File: config.mk
export PLATFORM = sky130hd
export DESIGN_NAME = vga_pic_rom_rd
export DESIGN_NICKNAME = d
export VERILOG_FILES = /design/src/rtl/vga_pkg.sv /design/src/rtl/pic_rom.sv /design/src/rtl/vga_pic_rom_rd.sv
export SDC_FILE = /design/constraint.sdc
export NUM_CORES = 1
export LEC_CHECK = 0
export BUFFER_PORTS_ARGS = -buffer_cell sky130_fd_sc_hd__buf_4
export CORE_ASPECT_RATIO = 0.75
export CORE_MARGIN = 2
export CORE_UTILIZATION = 56
export DETAILED_ROUTE_END_ITERATION = 8
export HOLD_SLACK_MARGIN = 0.02
export PLACE_DENSITY = 0.83
export SETUP_SLACK_MARGIN = 0.15
export SYNTH_ARGS = -nofsm -noshare
export SYNTH_HDL_FRONTEND = slang
export SYNTH_SLANG_ARGS = --single-unit
File: constraint.sdc
create_clock -name vga_clk -period 3.3 [get_ports vga_clk]
set_input_delay 0.66 -clock vga_clk [delete_from_list [all_inputs] [get_ports vga_clk]]
set_output_delay 0.66 -clock vga_clk [all_outputs]
set_load 0.05 [all_outputs]
File: src/rtl/vga_pkg.sv
// Shared VGA constants, pixel type and helpers for the ROM-picture display path.
package vga_pkg;

  localparam int unsigned H_VALID = 640;
  localparam int unsigned V_VALID = 480;
  localparam int unsigned COORD_W = 10;

  // Coordinate value vga_ctrl drives outside the active area
  localparam logic [COORD_W-1:0] PIX_NONE = 10'h3FF;

  typedef logic [15:0] pixel_t;

  localparam pixel_t BLACK  = 16'h0000;
  localparam pixel_t WHITE  = 16'hFFFF;
  localparam pixel_t RED    = 16'hF800;
  localparam pixel_t GREEN  = 16'h07E0;
  localparam pixel_t BLUE   = 16'h001F;
  localparam pixel_t YELLOW = 16'hFFE0;

  // Image ROM contents: word[i] = i + 1 stands in for the image .mif
  function automatic pixel_t pic_word(input int unsigned addr);
    return 16'(addr + 32'd1);
  endfunction

  // One bounce step along an axis; returns {dir, pos}. Compares in 11 bits.
  function automatic logic [COORD_W:0] bounce(
    input logic [COORD_W-1:0] pos,
    input logic               dir,
    input int unsigned        size,
    input int unsigned        limit,
    input int unsigned        step
  );
    logic [COORD_W:0] p;
    logic [COORD_W:0] s;
    p = 11'(pos);
    s = 11'(step);
    if (dir) begin
      if (p + s + 11'(size) > 11'(limit)) return {1'b0, 10'(p - s)};
      return {1'b1, 10'(p + s)};
    end
    if (p < s) return {1'b1, 10'(p + s)};
    return {1'b0, 10'(p - s)};
  endfunction

endpackage

File: src/rtl/pic_rom.sv
// Single-port image ROM wrapper: address registered on rden, output unregistered.
module pic_rom
  import vga_pkg::*;
#(
  parameter int unsigned ADDR_W = 14
) (
  input  logic              clock,
  input  logic [ADDR_W-1:0] address,
  input  logic              rden,
  output pixel_t            q
);

  logic [ADDR_W-1:0] addr_q;

  always_ff @(posedge clock) begin
    if (rden) addr_q <= address;
  end

  assign q = pic_word(32'(addr_q));

endmodule

File: src/rtl/vga_pic_rom_rd.sv
// Pixel source for the bouncing ROM picture: maps lookahead (pix_x, pix_y) to
// RGB565 one vga_clk later, image inside the moving window, background elsewhere.
module vga_pic_rom_rd #(
  parameter int unsigned     H_VALID   = vga_pkg::H_VALID,
  parameter int unsigned     V_VALID   = vga_pkg::V_VALID,
  parameter int unsigned     PIC_W     = 100,
  parameter int unsigned     PIC_H     = 100,
  parameter int unsigned     ADDR_W    = 14,
  parameter int unsigned     X0        = 270,
  parameter int unsigned     Y0        = 190,
  parameter int unsigned     STEP      = 1,
  parameter int unsigned     FRAME_DIV = 1,
  parameter vga_pkg::pixel_t BG_COLOR  = vga_pkg::BLACK
) (
  input  logic            vga_clk,
  input  logic            sys_rst_n,
  input  logic [9:0]      pix_x,
  input  logic [9:0]      pix_y,
  output vga_pkg::pixel_t pix_data
);
  import vga_pkg::*;

  localparam int unsigned FCW = (FRAME_DIV > 1) ? $clog2(FRAME_DIV) : 1;

  if ((2 ** ADDR_W) < (PIC_W * PIC_H)) begin : g_addr_chk
    $error("ADDR_W too small for PIC_W*PIC_H");
  end

  logic [COORD_W-1:0] img_x, img_y;
  logic               dir_x, dir_y;
  logic [ADDR_W-1:0]  addr_cnt, rd_addr;
  logic [FCW-1:0]     frame_cnt;
  logic               in_win, in_win_d;
  logic               frame_end, frame_wrap;
  logic [COORD_W:0]   px, py, ix, iy;
  logic [COORD_W:0]   nxt_x, nxt_y;
  pixel_t             rom_q;

  // Window hit test and scan address, all from the current lookahead pixel
  always_comb begin
    px = 11'(pix_x);
    py = 11'(pix_y);
    ix = 11'(img_x);
    iy = 11'(img_y);
    in_win = (pix_x != PIX_NONE) && (pix_y != PIX_NONE) &&
             (px >= ix) && (px < ix + 11'(PIC_W)) &&
             (py >= iy) && (py < iy + 11'(PIC_H));
    rd_addr = ((pix_x == img_x) && (pix_y == img_y)) ? '0 : addr_cnt;
    frame_end  = (pix_x == 10'(H_VALID - 1)) && (pix_y == 10'(V_VALID - 1));
    frame_wrap = frame_end && (frame_cnt == FCW'(FRAME_DIV - 1));
    nxt_x = bounce(img_x, dir_x, PIC_W, H_VALID, STEP);
    nxt_y = bounce(img_y, dir_y, PIC_H, V_VALID, STEP);
  end

  // Scan counter, alignment flag and per-frame window motion
  always_ff @(posedge vga_clk or negedge sys_rst_n) begin
    if (!sys_rst_n) begin
      img_x     <= 10'(X0);
      img_y     <= 10'(Y0);
      dir_x     <= 1'b1;
      dir_y     <= 1'b1;
      addr_cnt  <= '0;
      frame_cnt <= '0;
      in_win_d  <= 1'b0;
    end else begin
      in_win_d <= in_win;
      if (in_win) addr_cnt <= rd_addr + ADDR_W'(1);
      if (frame_end) frame_cnt <= frame_wrap ? '0 : frame_cnt + FCW'(1);
      if (frame_wrap) begin
        {dir_x, img_x} <= nxt_x;
        {dir_y, img_y} <= nxt_y;
      end
    end
  end

  pic_rom #(
    .ADDR_W (ADDR_W)
  ) u_rom (
    .clock   (vga_clk),
    .address (rd_addr),
    .rden    (in_win),
    .q       (rom_q)
  );

  assign pix_data = in_win_d ? rom_q : BG_COLOR;

endmodule

==> flow_summary.json <==
{
  "crit_required_ns": 3.31,
  "fin_crit_sh_pct": 91.1,
  "die_h_microns": 83.9,
  "synth_edf_count": 14,
  "antenna_found_initial": 0,
  "p_per_area_mw_per_mm2": 271,
  "vias": 4307,
  "dr.pass1.iters": 7,
  "synth_top_flop_cell": "dfrtp_1",
  "antenna_left": 0,
  "portBuffers": 36,
  "io_pins": 38,
  "maxCapViolations": 0,
  "dpl_cell_area_sq_mm": 0.00517,
  "multi_input_area_sq_mm": 0.00316,
  "synth-seq-cells": 52,
  "grt-ovfl-total": 0,
  "grt_start_max_net_pins": 39,
  "routedWlPerCell_microns": 17.0,
  "drc_errors": 0,
  "clockBufferDepth": 2,
  "core_sq_mm": 0.00835,
  "syn_area_sq_mm": 0.00476,
  "hpwl_mm": 9.06,
  "cts_buffers": 5,
  "rsz0062_at_grt": "no",
  "grt_usage_pct": 26.3,
  "setup-violations-final": 0,
  "syn_avg_cell_area_sq_um": 8.61,
  "critical_path_buf_inv_count": 3,
  "synth_top_area_share_pct": 13.7,
  "grt_first_pass_wirelength_mm": 20.2,
  "yosys.area.top_type": "dfrtp_1",
  "area_growth_pct": 13.8,
  "synth-seq-area-share_pct": 29.1,
  "slew_violations": 0,
  "period_minus_slack_ns": 3.00,
  "r2r_setup_slack_ns": 0.30,
  "vdd_drop_max_mv": 0.268,
  "diodes": 0,
  "fin_tns_setup_ns": 0,
  "critPathSlowestCell": "a2111o_1",
  "clk_latency_ns": 0.30,
  "synth.distinct_cells": 74,
  "crit_arrival_ns": 3.01,
  "synthesis.instances": 553,
  "yosysWarnings": 0,
  "grt_pass1_vias": 4219,
  "clockRootBuffer": "clkbuf_16",
  "fill_cells": 679,
  "clkTransAtPathRegs_ns": 0.07,
  "power.leakage_uw": 0.00226,
  "routed_wl_mm": 12.0,
  "sequential_cell_area_sq_mm": 0.00139,
  "final_area_sq_mm": 0.00542,
  "cts_tree": "done",
  "drt_iter0_markers": 507,
  "drive_above_1_share_pct": 19.5,
  "synth_area_leaders": "dfrtp_1, ha_1, edfxtp_1",
  "cp_cell_sequence": "buf_4 -> ha_1 -> a21oi_1 -> xnor2_1 -> ha_1 -> and3_1 -> o211ai_1 -> a31o_2 -> a21oi_1 -> a2111o_1 -> buf_8 -> inv_6",
  "status": "finished, final reports clean",
  "startpoint_type": "register",
  "start_util_pct": 57.0,
  "hold_viol_final": 0,
  "die_x_microns": 110,
  "crit_type": "register to register",
  "avgViaCountPerCell": 6.12,
  "holdCritPathClass": "input pin to async pin",
  "synthArstFlopShare_pct": 73.1,
  "critical_path.top_delay_family": "compound AO/OA/AOI/OAI gates",
  "dieArea_sq_mm": 0.00926,
  "rows": 29,
  "clock_skew_ns": 0.00558,
  "ctsHoldBuffers": 0,
  "final_net_count": 664,
  "slew_headroom_pct": 54.8,
  "worst_slew_pin_slew_ns": 0.675,
  "end_kind": "register",
  "hold_slack_ns": 0.331,
  "critPathMaxStageDelay_ns": 0.41,
  "htreeDepth": 2,
  "synth_nets": 622,
  "cts.sinks": 52,
  "gp_congestion": 1.03,
  "cp_max_fo": 19,
  "fmax_mhz": 333
}
[cell type report]
type	count	area share, %
sequential	52	25.6
clock inverter	3	0.508
multi-input combinational	442	58.3
inverter	35	2.52
timing repair buffer	59	8.32
clock buffer	5	2.31
tap	108	2.49
[registers in the layout, indices dropped and copies added (netlist names)]
register	count
addr_cnt	14
dir_x	1
dir_y	1
frame_cnt	1
img_x	10
img_y	10
in_win_d	1
u_rom.addr_q	14
[cell usage after synthesis (2+ instances only)]
master / instances
inv_1: 32
o21ai_0: 37
o221ai_1: 2
ha_1: 47
a31oi_1: 3
a211oi_1: 3
a22oi_1: 4
inv_2: 2
o21bai_1: 2
nor3b_1: 2
dfstp_2: 12
or3_1: 14
buf_6: 3
and3_1: 10
mux2i_1: 7
nor2_1: 31
and2_1: 29
nand4_1: 21
a21boi_0: 6
a21oi_1: 22
buf_4: 5
o31ai_1: 6
o21a_1: 6
a21oi_2: 2
o211ai_1: 4
buf_2: 4
o221a_2: 2
nor4_1: 4
nand2_1: 44
nand3_1: 24
a21o_1: 9
xnor2_1: 35
edfxtp_1: 14
dfrtp_1: 26
clkbuf_1: 11
nor4_4: 2
nand3b_1: 2
o41ai_1: 2
nor2b_1: 3
o22a_1: 2
nor3_1: 17
nand2b_1: 8
[where the power goes]
group / switching, uW / internal [uW] / leakage, uW
logic: 112 / 92.9 / 0.00158
registers: 30.0 / 690 / 0.000605
clock network: 255 / 288 / 0.0000719
[metal layers]
metal / up-vias / global-route usage [%] / part of all wire [%] / wire (microns)
met2: 145 / 43.8 / 48 / 5700
met5: - / 0 / 0 / 0
met4: 0 / 7.61 / 1.4 / 172
met3: 18 / 5.16 / 5.9 / 701
met1: 2056 / 34.9 / 45 / 5380
li1: 2088 / - / - / -
[logic make-up after synthesis]
kind of cell	share of synthesized area [%]
AND/OR/NAND/NOR	25.8
AO/OA/AOI/OAI	18.4
buffers and inverters	5.62
flip-flops	29.1
adder cells (fa/ha/maj)	12.4
XOR/XNOR	6.62
multiplexers	2.02
other	0.0788
[metrics by stage]
stage               worst slack [ns]  utilization [%]  power (uW)  instances
finish                         0.295             64.9        1470        704
global route                   0.142             64.9        1530        704
CTS                            0.156             63.9        1450        699
global placement               0.123             61.9         900        691
floorplan                      0.160                -         833        553
detailed placement           0.00293             61.9         909        691
[cells in the final DEF, fill, tap and decap left out, drive strengths merged, types with 3 or more instances in the layout]
cell type	count
nor2	31
dfstp	12
or3	15
nand4	21
nand3	26
o221ai	3
a21boi	6
nor3	17
nand2b	8
mux2i	7
a21oi	24
o41ai	3
nand2	45
buf	59
clkbuf	5
nor4	6
and2	29
dfrtp	26
a22oi	4
ha	47
o211ai	6
edfxtp	14
a31oi	3
o21ai	39
a211oi	4
o21a	6
inv	35
o31ai	6
xnor2	35
a21o	9
and3	11
nor2b	3
[repair_timing]
item	in CTS	in global routing
endpoints found under the setup margin	3	30
buffers inserted	0	5
pin swaps	0	4
hold endpoints to repair	0	0
resized for setup	3	19
[worst reg2reg max path, stage by stage, from the launching register on]
cell	delay (ns)
dfstp_2	0.39
buf_4	0.14
ha_1	0.20
a21oi_1	0.24
xnor2_1	0.15
ha_1	0.26
and3_1	0.20
o211ai_1	0.13
a31o_2	0.20
a21oi_1	0.07
a2111o_1	0.41
buf_8	0.19
inv_6	0.14
[path summary, 6_finish.rpt]
check                                         start                         to  depth (start not counted)
max in group asynchronous                 sys_rst_n          dir_y$_DFFE_PN1P_                          1
max                            img_y[2]$_DFFE_PN1P_  u_rom.addr_q[6]$_DFFE_PP_                         12
max reg2reg                    img_y[2]$_DFFE_PN1P_  u_rom.addr_q[6]$_DFFE_PP_                         12
min in group vga_clk       addr_cnt[13]$_DFFE_PN0P_   addr_cnt[13]$_DFFE_PN0P_                          1
min reg2reg                addr_cnt[13]$_DFFE_PN0P_   addr_cnt[13]$_DFFE_PN0P_                          1
min                                       sys_rst_n       img_x[5]$_DFFE_PN0P_                          1
Note: power is estimated with default switching activity, not from simulation.
